$ cat config.mk
export PLATFORM = sky130hd
export DESIGN_NAME = window_median3x3
export DESIGN_NICKNAME = d
export VERILOG_FILES = /design/src/rtl/window_median3x3.sv
export SDC_FILE = /design/constraint.sdc
export NUM_CORES = 2
export LEC_CHECK = 0
export BUFFER_PORTS_ARGS = -buffer_cell sky130_fd_sc_hd__buf_2
export CAP_MARGIN = 30
export CORE_UTILIZATION = 31
export CTS_CLUSTER_SIZE = 25
export DETAILED_ROUTE_END_ITERATION = 8
export PLACE_DENSITY = 0.54
export SLEW_MARGIN = 10
export SYNTH_ARGS = -nofsm -noshare
export SYNTH_HDL_FRONTEND = slang
export SYNTH_SLANG_ARGS = --single-unit
$ cat constraint.sdc
create_clock -name clk -period 8.05 [get_ports clk]
set_input_delay 0.805 -clock clk [delete_from_list [all_inputs] [get_ports clk]]
set_output_delay 0.805 -clock clk [all_outputs]
set_load 0.02 [all_outputs]
$ cat src/rtl/window_median3x3.sv
`default_nettype none
// ============================================================================
// Module   : window_median3x3
// Brief    : Three-stage pipelined 3x3 median filter on IEEE half-precision
//            windows with frame-position tagging. Optional macro
//            MEDIAN_BORDER_PASS_EN passes the centre element through for
//            border windows instead of suppressing them.
// Revision : 1.0 - initial release
// ============================================================================
module window_median3x3 #(
    parameter int DATA_WIDTH = 16,
    parameter int IMG_WIDTH  = 8,
    parameter int IMG_HEIGHT = 8
) (
    input  logic                    clk,
    input  logic                    rst_n,
    input  logic                    iValid,
    input  logic [DATA_WIDTH*9-1:0] iData,
    output logic                    oValid,
    output logic [DATA_WIDTH-1:0]   oData,
    output logic                    oLast
);

    localparam int c_cw = (IMG_WIDTH  > 1) ? $clog2(IMG_WIDTH)  : 1;
    localparam int c_rw = (IMG_HEIGHT > 1) ? $clog2(IMG_HEIGHT) : 1;
    localparam logic [c_cw-1:0] c_col_last = c_cw'(IMG_WIDTH - 1);
    localparam logic [c_rw-1:0] c_row_last = c_rw'(IMG_HEIGHT - 1);

    // Sign-magnitude to unsigned ordering key; -0 is folded onto +0 so they compare equal.
    function automatic logic [DATA_WIDTH-1:0] f_key(input logic [DATA_WIDTH-1:0] x);
        if (x[DATA_WIDTH-1]) begin
            if (x[DATA_WIDTH-2:0] == '0) f_key = {1'b1, {(DATA_WIDTH-1){1'b0}}};
            else                         f_key = ~x;
        end else begin
            f_key = x | {1'b1, {(DATA_WIDTH-1){1'b0}}};
        end
    endfunction

    function automatic logic [DATA_WIDTH-1:0] f_min(input logic [DATA_WIDTH-1:0] a,
                                                    input logic [DATA_WIDTH-1:0] b);
        f_min = (f_key(b) < f_key(a)) ? b : a;
    endfunction

    function automatic logic [DATA_WIDTH-1:0] f_max(input logic [DATA_WIDTH-1:0] a,
                                                    input logic [DATA_WIDTH-1:0] b);
        f_max = (f_key(b) > f_key(a)) ? b : a;
    endfunction

    function automatic logic [DATA_WIDTH-1:0] f_med3(input logic [DATA_WIDTH-1:0] a,
                                                     input logic [DATA_WIDTH-1:0] b,
                                                     input logic [DATA_WIDTH-1:0] c);
        f_med3 = f_max(f_min(a, b), f_min(f_max(a, b), c));
    endfunction

    // ------------------------------------------------------------------
    // Window position counters and tags
    // ------------------------------------------------------------------
    logic [c_cw-1:0] col_q;
    logic [c_rw-1:0] row_q;
    logic            w_interior;
    logic            w_last;

    assign w_interior = (32'(col_q) >= 32'd2) && (32'(row_q) >= 32'd2);
    assign w_last     = (col_q == c_col_last) && (row_q == c_row_last);

    always_ff @(posedge clk or negedge rst_n) begin
        if (!rst_n) begin
            col_q <= '0;
            row_q <= '0;
        end else if (iValid) begin
            if (col_q == c_col_last) begin
                col_q <= '0;
                row_q <= (row_q == c_row_last) ? '0 : row_q + 1'b1;
            end else begin
                col_q <= col_q + 1'b1;
            end
        end
    end

    // ------------------------------------------------------------------
    // Stage 1: per-row sort
    // ------------------------------------------------------------------
    logic [DATA_WIDTH-1:0] w_elem [9];
    logic [DATA_WIDTH-1:0] w_rmin [3];
    logic [DATA_WIDTH-1:0] w_rmid [3];
    logic [DATA_WIDTH-1:0] w_rmax [3];

    generate
        for (genvar k = 0; k < 9; k++) begin : g_elem
            assign w_elem[k] = iData[DATA_WIDTH*(9-k)-1 -: DATA_WIDTH];
        end
        for (genvar r = 0; r < 3; r++) begin : g_row
            assign w_rmin[r] = f_min(f_min(w_elem[3*r], w_elem[3*r+1]), w_elem[3*r+2]);
            assign w_rmax[r] = f_max(f_max(w_elem[3*r], w_elem[3*r+1]), w_elem[3*r+2]);
            assign w_rmid[r] = f_med3(w_elem[3*r], w_elem[3*r+1], w_elem[3*r+2]);
        end
    endgenerate

    logic [DATA_WIDTH-1:0] s1_min_q [3];
    logic [DATA_WIDTH-1:0] s1_mid_q [3];
    logic [DATA_WIDTH-1:0] s1_max_q [3];
    logic                  s1_valid_q;
    logic                  s1_int_q;
    logic                  s1_last_q;

    always_ff @(posedge clk or negedge rst_n) begin
        if (!rst_n) begin
            for (int r = 0; r < 3; r++) begin
                s1_min_q[r] <= '0;
                s1_mid_q[r] <= '0;
                s1_max_q[r] <= '0;
            end
            s1_valid_q <= 1'b0;
            s1_int_q   <= 1'b0;
            s1_last_q  <= 1'b0;
        end else begin
            for (int r = 0; r < 3; r++) begin
                s1_min_q[r] <= w_rmin[r];
                s1_mid_q[r] <= w_rmid[r];
                s1_max_q[r] <= w_rmax[r];
            end
            s1_valid_q <= iValid;
            s1_int_q   <= w_interior;
            s1_last_q  <= w_last;
        end
    end

    // ------------------------------------------------------------------
    // Stage 2: max-of-mins, median-of-mids, min-of-maxes
    // ------------------------------------------------------------------
    logic [DATA_WIDTH-1:0] s2_lo_q;
    logic [DATA_WIDTH-1:0] s2_md_q;
    logic [DATA_WIDTH-1:0] s2_hi_q;
    logic                  s2_valid_q;
    logic                  s2_int_q;
    logic                  s2_last_q;

    always_ff @(posedge clk or negedge rst_n) begin
        if (!rst_n) begin
            s2_lo_q    <= '0;
            s2_md_q    <= '0;
            s2_hi_q    <= '0;
            s2_valid_q <= 1'b0;
            s2_int_q   <= 1'b0;
            s2_last_q  <= 1'b0;
        end else begin
            s2_lo_q    <= f_max(f_max(s1_min_q[0], s1_min_q[1]), s1_min_q[2]);
            s2_md_q    <= f_med3(s1_mid_q[0], s1_mid_q[1], s1_mid_q[2]);
            s2_hi_q    <= f_min(f_min(s1_max_q[0], s1_max_q[1]), s1_max_q[2]);
            s2_valid_q <= s1_valid_q;
            s2_int_q   <= s1_int_q;
            s2_last_q  <= s1_last_q;
        end
    end

    // ------------------------------------------------------------------
    // Stage 3: final median / border handling
    // ------------------------------------------------------------------
    logic                  w_emit;
    logic [DATA_WIDTH-1:0] w_med;
    logic [DATA_WIDTH-1:0] w_out_d;

    assign w_med = f_med3(s2_lo_q, s2_md_q, s2_hi_q);

`ifdef MEDIAN_BORDER_PASS_EN
    // Centre element rides alongside the sort network for border pass-through.
    logic [DATA_WIDTH-1:0] s1_ctr_q;
    logic [DATA_WIDTH-1:0] s2_ctr_q;

    always_ff @(posedge clk or negedge rst_n) begin
        if (!rst_n) begin
            s1_ctr_q <= '0;
            s2_ctr_q <= '0;
        end else begin
            s1_ctr_q <= w_elem[4];
            s2_ctr_q <= s1_ctr_q;
        end
    end

    assign w_emit  = s2_valid_q;
    assign w_out_d = s2_int_q ? w_med : s2_ctr_q;
`else
    assign w_emit  = s2_valid_q & s2_int_q;
    assign w_out_d = w_med;
`endif

    logic                  out_valid_q;
    logic                  out_last_q;
    logic [DATA_WIDTH-1:0] out_data_q;

    always_ff @(posedge clk or negedge rst_n) begin
        if (!rst_n) begin
            out_valid_q <= 1'b0;
            out_last_q  <= 1'b0;
            out_data_q  <= '0;
        end else begin
            out_valid_q <= w_emit;
            out_last_q  <= w_emit & s2_last_q;
            if (w_emit) out_data_q <= w_out_d;
        end
    end

    assign oValid = out_valid_q;
    assign oLast  = out_last_q;
    assign oData  = out_data_q;

endmodule
`default_nettype wire

## After elaboration in Yosys (flattened, before gate mapping)

Index checks and enable logic that the tools add are counted.

| storage, ports and cells | value |
|---|---|
| bits in registers | 222 |
| bits in latches | 0 |
| RAM bits | 0 |
| bits in read-only memories | 0 |
| input bits | 147 |
| output and inout bits | 18 |
| word-level logic and storage cells | 248 |
| memories | 0 |

| cells by class | value |
|---|---|
| add/subtract/negate cells | 2 |
| $mul | 0 |
| divide/modulo/power cells | 0 |
| magnitude comparators | 32 |
| equal/unequal tests | 2 |
| shifts and indexed selects | 0 |
| muxes and demuxes | 108 |
| bitwise logic cells | 40 |
| reduce and logical (&&, ||, !) cells | 41 |

Operators with widths:

| operator | count |
|---|---|
| $mux 16 | 106 |
| $not 16->16 | 38 |
| $logic_not 15->1 | 38 |
| $gt 16x16->1 | 15 |
| $lt 16x16->1 | 15 |
| $add 3x1->3 const B | 2 |
| $eq 3x3->1 const B | 2 |
| $ge 3x2->1 const B | 2 |
| $mux 3 | 2 |
| $and 1x1->1 | 2 |
| $logic_and 1x1->1 | 2 |
| $reduce_and 2->1 | 1 |

## Longest topological paths before layout

| depth | value |
|---|---|
| depth after elaboration | 15 |
| mapped depth | 41 |
| mapped depth without buffers | 36 |

## Worst setup path before layout

Ideal clock, no wire load.

| timing | value |
|---|---|
| kind | in2reg |
| from | input port iData[66] |
| to | register s1_mid_q[21] (netlist bit) |
| library setup time | 0.081 ns |
| arrival | 9.184 ns |
| path slack | -1.215 ns |
| stages on the path | 40 |
| path through | nor4_1 nand3_1 or4_1 nand2_1 clkbuf_1 mux2i_1 ha_1 nand4b_1 a31oi_1 o21ai_0 a31oi_1 buf_2 buf_2 o21ai_0 a41oi_1 buf_2 mux2i_1 ha_1 [4 not listed] a31o_2 clkbuf_1 clkbuf_1 mux2_2 xnor2_1 nor2_1 ha_1 a21o_1 a21o_1 a21o_1 a21o_1 a21oi_1 o21ai_0 a21oi_1 a21o_1 clkbuf_1 clkbuf_1 mux2i_1 |

RTL lines:

| what | line | source |
|---|---|---|
| start, declared | 18 | `input logic [DATA_WIDTH*9-1:0] iData,` |
| end signal, assigned by index | 119 | `s1_mid_q[r] <= w_rmid[r];` |
| end, declared | 100 | `logic [DATA_WIDTH-1:0] s1_mid_q [3];` |

## Worst setup path in the final report

| timing | value |
|---|---|
| from | register s1_mid_q[19] (netlist bit) |
| to | register s2_md_q[2] |

| on the way | value |
|---|---|
| word-level cells in the longest chain between the ends | 15 |
| elaborated cells on any way between the ends | 24 |
| classes of those cells | order compare: 4; mux: 12; bitwise: 4; reduce/logical: 4 |

Ends and longest elaborated chain:

| what | line | source |
|---|---|---|
| $logic_not 15->1 / $not 16->16 (equally long branches) | 32, 33 |  |
| $mux 16 | 32 | `if (x[DATA_WIDTH-2:0] == '0) f_key = {1'b1, {(DATA_WIDTH-1){1'b0}}};` |
| $mux 16 | 31 | `if (x[DATA_WIDTH-1]) begin` |
| $gt 16x16->1 | 46 | `f_max = (f_key(b) > f_key(a)) ? b : a;` |
| $mux 16 | 46 |  |
| $logic_not 15->1 / $not 16->16 (equally long branches) | 32, 33 |  |
| $mux 16 | 32 |  |
| $mux 16 | 31 |  |
| $lt 16x16->1 | 41 | `f_min = (f_key(b) < f_key(a)) ? b : a;` |
| $mux 16 | 41 |  |
| $logic_not 15->1 / $not 16->16 (equally long branches) | 32, 33 |  |
| $mux 16 | 32 |  |
| $mux 16 | 31 |  |
| $gt 16x16->1 | 46 |  |
| $mux 16 (*) | 46 |  |
| end signal, assigned | 148 | `s2_md_q <= f_med3(s1_mid_q[0], s1_mid_q[1], s1_mid_q[2]);` |
| end, declared | 132 | `logic [DATA_WIDTH-1:0] s2_md_q;` |

Mark *: on every way between the ends. The rest lies on a longest branch, timed or not.
A chain may end at the register's enable or synchronous reset.

==> metrics.md <==
| Metric | Value |
|---|---|
| Most common library cell in the layout ignoring fill and taps | `sky130_fd_sc_hd__mux2i_1` |
| Most used DFF post-synth | `sky130_fd_sc_hd__dfrtp_1` |
| Sum of negative setup slack | `-138 ps` |
| Busiest metal layer after global routing | `met2` |
| Critical path's most frequent cell | `sky130_fd_sc_hd__a21o_1` |
| Via total after detailed routing | `roughly 26000` |
| Max Transition Viols Final | `0` |
| Register-to-register setup slack | `-50 ps` |
| Final worst-path setup slack | `-50.4 ps` |
| Critical path arrival | `roughly 8600 ps` |
| Clock latency reported for the late side of the worst-skew pair | `approximately 550 ps` |
| Die Wd | `302 um` |
| Number of synthesis warnings | `0` |
| Total congestion overflow | `0` |
| Pre-Repair DR Iteration Count | `8` |
| Number of antenna violations at the first check in global routing | `7` |
| Largest fanout of any net on the critical path | `7` |
| Clk root buf | `sky130_fd_sc_hd__clkbuf_16` |
| Filler instances | `about 8800` |
| Clock Sinks | `roughly 220` |
| Layout overhead on the synthesized area | `28.0%` |
| Total Die Area | `about 0.091 mm^2` |
| Final Net Count | `roughly 4200` |
| Post-detailed-route wirelength per cell | `about 21 um` |
| Startpoint types | `flop` |
| Worst slew margin relative to its limit | `0.432` |
| Count of different cell masters after synthesis | `84` |
| Max stage delay on crit path | `approximately 460 ps` |
| Critical path endpoint category | `flop` |
| Vias in the first global route | `25400` |
| Endpoints failing setup | `7` |
| Final worst-path cycle share | `1.01` |
| Y dimension of the die | `a little over 300 um` |
| Violated checks | `DRC, setup timing` |
| Pin slew with the least headroom to its limit | `between 800 and 900 ps` |
| GRT Total Usage | `0.217` |
| Post-synthesis register bit count | `222` |
| Area of the core region | `around 0.089 mm^2` |
| Crit Reg-Reg Endpoint | `s2_md_q[2]` |
| Register clock-pin slew on the reported worst setup and hold paths | `about 60 ps` |
| Initial detailed-routing violation count | `1997` |
| Number of remaining DRC errors | `14` |
| CTS buffer count | `24` |
| Slowest stage cell on the critical path | `sky130_fd_sc_hd__or3_4` |
| IO Port Bufs | `~160` |
| Grt met1 use | `0.304` |
| Via count normalized by instance count | `between 5 and 6` |
| Worst Clk Skew | `around 19 ps` |
| Type of the worst setup path | `reg -> reg` |
| Number of standard-cell rows in the floorplan | `109` |
| Async set-reset flop share out of synthesis | `1.00` |
| Pin count of the biggest net entering global routing | `107` |
| Final Wtd Congestion | `0.953` |
| Post-Synthesis Mean Instance Area | `8.80 um^2` |
| Setup repair after global routing missed its margin | `yes` |
| CTS tree | `yes` |
| Cells after synthesis | `~3200` |
| Final antenna-violating net count | `0` |
| Global-route track usage on met2 | `0.349` |
| Class of the tightest hold or removal check | `in -> async` |
| Post-synth EDFFs | `0` |
| Starting density of the core | `0.314` |
| Wire length after detailed routing | `roughly 100 mm` |
| Data required time of the critical path | `~8500 ps` |
| Met3 track demand over resource | `0.0215` |
| Layout cells sized above 1 | `0.291` |
| Fmax | `0.123 GHz` |
| Cell Area, Synth | `~0.028 mm^2` |
| Number of hold-slack violations in the final timing report | `0` |
| Hold-fix buffer count after cts | `0` |
| Worst Reg-to-Reg Cells | `41` |
| Global-route wire length before repair | `154 mm` |
| Synth top area share | `0.225` |
| Reg2Reg Launch Point | `s1_mid_q[19]` |
| H-tree Lvls | `1` |
| Share of synthesized area occupied by flip-flops and latches | `0.199` |
| Status | `finished, violations left` |
| Count of maximum capacitance violations | `0` |
| Top-level I/O count | `about 170` |
| Half-perimeter wire length after placement | `just over 80 mm` |
| Number of nets produced by synthesis | `about 3700` |
| Largest area contributor in the synthesized netlist | `sky130_fd_sc_hd__mux2i_1` |
| Final worst path period need | `approximately 8100 ps` |
| Leading cell types by total area after synthesis | `sky130_fd_sc_hd__mux2i_1, sky130_fd_sc_hd__dfrtp_1, sky130_fd_sc_hd__ha_1, sky130_fd_sc_hd__mux2_2, sky130_fd_sc_hd__a21oi_1` |
| Commonest cells after routing, fill and taps aside | `sky130_fd_sc_hd__mux2i_1, sky130_fd_sc_hd__buf_4, sky130_fd_sc_hd__ha_1` |
| Max Root-Sink Buffers | `3` |
[logic make-up (layout without fill, tap and decap cells)]
logic type,count (synthesis),in the layout,synth area share
buf+inv,354,901,0.0500
fa+ha+maj,350,350,0.157
xor+xnor,16,16,0.00502
flops,222,222,0.199
compound gates,732,734,0.168
simple gates,674,674,0.117
mux,822,822,0.304
other cells,0,4,0
[synthesized netlist by cell type (6+ instances only)]
cell	instances
sky130_fd_sc_hd__mux2i_1	627
sky130_fd_sc_hd__buf_4	6
sky130_fd_sc_hd__nand3_1	65
sky130_fd_sc_hd__or4_1	6
sky130_fd_sc_hd__a31oi_1	14
sky130_fd_sc_hd__a2bb2oi_1	11
sky130_fd_sc_hd__buf_1	13
sky130_fd_sc_hd__dfrtp_1	222
sky130_fd_sc_hd__a21o_1	75
sky130_fd_sc_hd__o41ai_1	6
sky130_fd_sc_hd__xnor2_1	16
sky130_fd_sc_hd__o21a_1	48
sky130_fd_sc_hd__a21oi_1	202
sky130_fd_sc_hd__o211ai_1	60
sky130_fd_sc_hd__nor3_1	40
sky130_fd_sc_hd__o211a_1	11
sky130_fd_sc_hd__clkbuf_1	159
sky130_fd_sc_hd__inv_1	154
sky130_fd_sc_hd__nor2_1	218
sky130_fd_sc_hd__mux2_1	8
sky130_fd_sc_hd__nand4_1	81
sky130_fd_sc_hd__buf_2	17
sky130_fd_sc_hd__and2_1	7
sky130_fd_sc_hd__nand2_1	137
sky130_fd_sc_hd__nand2b_1	14
sky130_fd_sc_hd__a22oi_1	19
sky130_fd_sc_hd__o21ai_0	164
sky130_fd_sc_hd__nor4_1	50
sky130_fd_sc_hd__nor2b_1	19
sky130_fd_sc_hd__ha_1	350
sky130_fd_sc_hd__o21ai_1	28
sky130_fd_sc_hd__a211oi_1	25
sky130_fd_sc_hd__and3_1	10
sky130_fd_sc_hd__mux2_2	187
[worst max-delay path, delay by kind of cell, from the launching register on]
family / cells / cell delay [ps]
and+or+nand+nor: 6 / 1230
muxes: 4 / 680
AOI/OAI and AO/OA: 20 / 3720
buffers and inverters: 8 / 1180
adders and majority gates: 3 / 810
DFF: 1 / 390
[metrics by stage]
stage	utilization	hold WS [ps]	setup WS [ps]	instances	area, um^2
floorplan	-	331	0.677	3170	28300
global placement	0.377	335	-463	4770	33500
detailed placement	0.377	335	-526	4772	33500
CTS	0.391	316	-35.7	4846	34800
global route	0.402	349	-409	4887	35700
finish	0.402	264	-50.4	4888	35700
[worst max-delay path by stage]
stage                       startpoint      endpoint  slack [ps]  cells after the start
final                     s1_mid_q[19]    s2_md_q[2]         -50                     41
after global routing      s1_mid_q[19]    s2_md_q[2]        -410                     41
after CTS                 s1_mid_q[16]    s2_md_q[2]         -40                     43
after detailed placement     iData[18]   s1_mid_q[0]        -530                     37
after global placement       iData[66]  s1_mid_q[28]        -460                     41
after floorplan              iData[18]  s1_mid_q[11]         0.7                     40
[routing by layer]
| metal | vias up | routed length (um) |
|---|---|---|
| li1 | 13000 | - |
| met1 | 12600 | 47400 |
| met2 | 755 | 46300 |
| met3 | 178 | 5080 |
| met4 | 4 | 3490 |
| met5 | - | 23 |
[sequential cells by signal (all words and copies together) (netlist names), 3 cells and up]
register	count
s2_md_q	16
s1_mid_q	48
oData	16
s2_hi_q	16
col_q	3
s1_min_q	48
row_q	3
s2_lo_q	16
s1_max_q	48
[what timing repair did]
action / CTS / global route
pin swaps: 17 / 63
setup endpoints to repair: 32 / 80
cloned: 3 / 7
gates resized for setup: 35 / 125
setup buffers: 27 / 30
[final cells by class]
class,count,area (um^2),share of cell area
clock inverters,13,210,0.00589
repair buffers,701,5360,0.150
flip-flops and latches,222,5560,0.156
multi-input cells,2596,21800,0.612
clock buffers,31,688,0.0193
inverters,156,586,0.0164
diodes,4,10.0,0.000280
well taps,1165,1460,0.0408
Power is left out: the tool's default activity adds up to more than one toggle a clock period on the data nets, which glitch-free logic cannot reach.
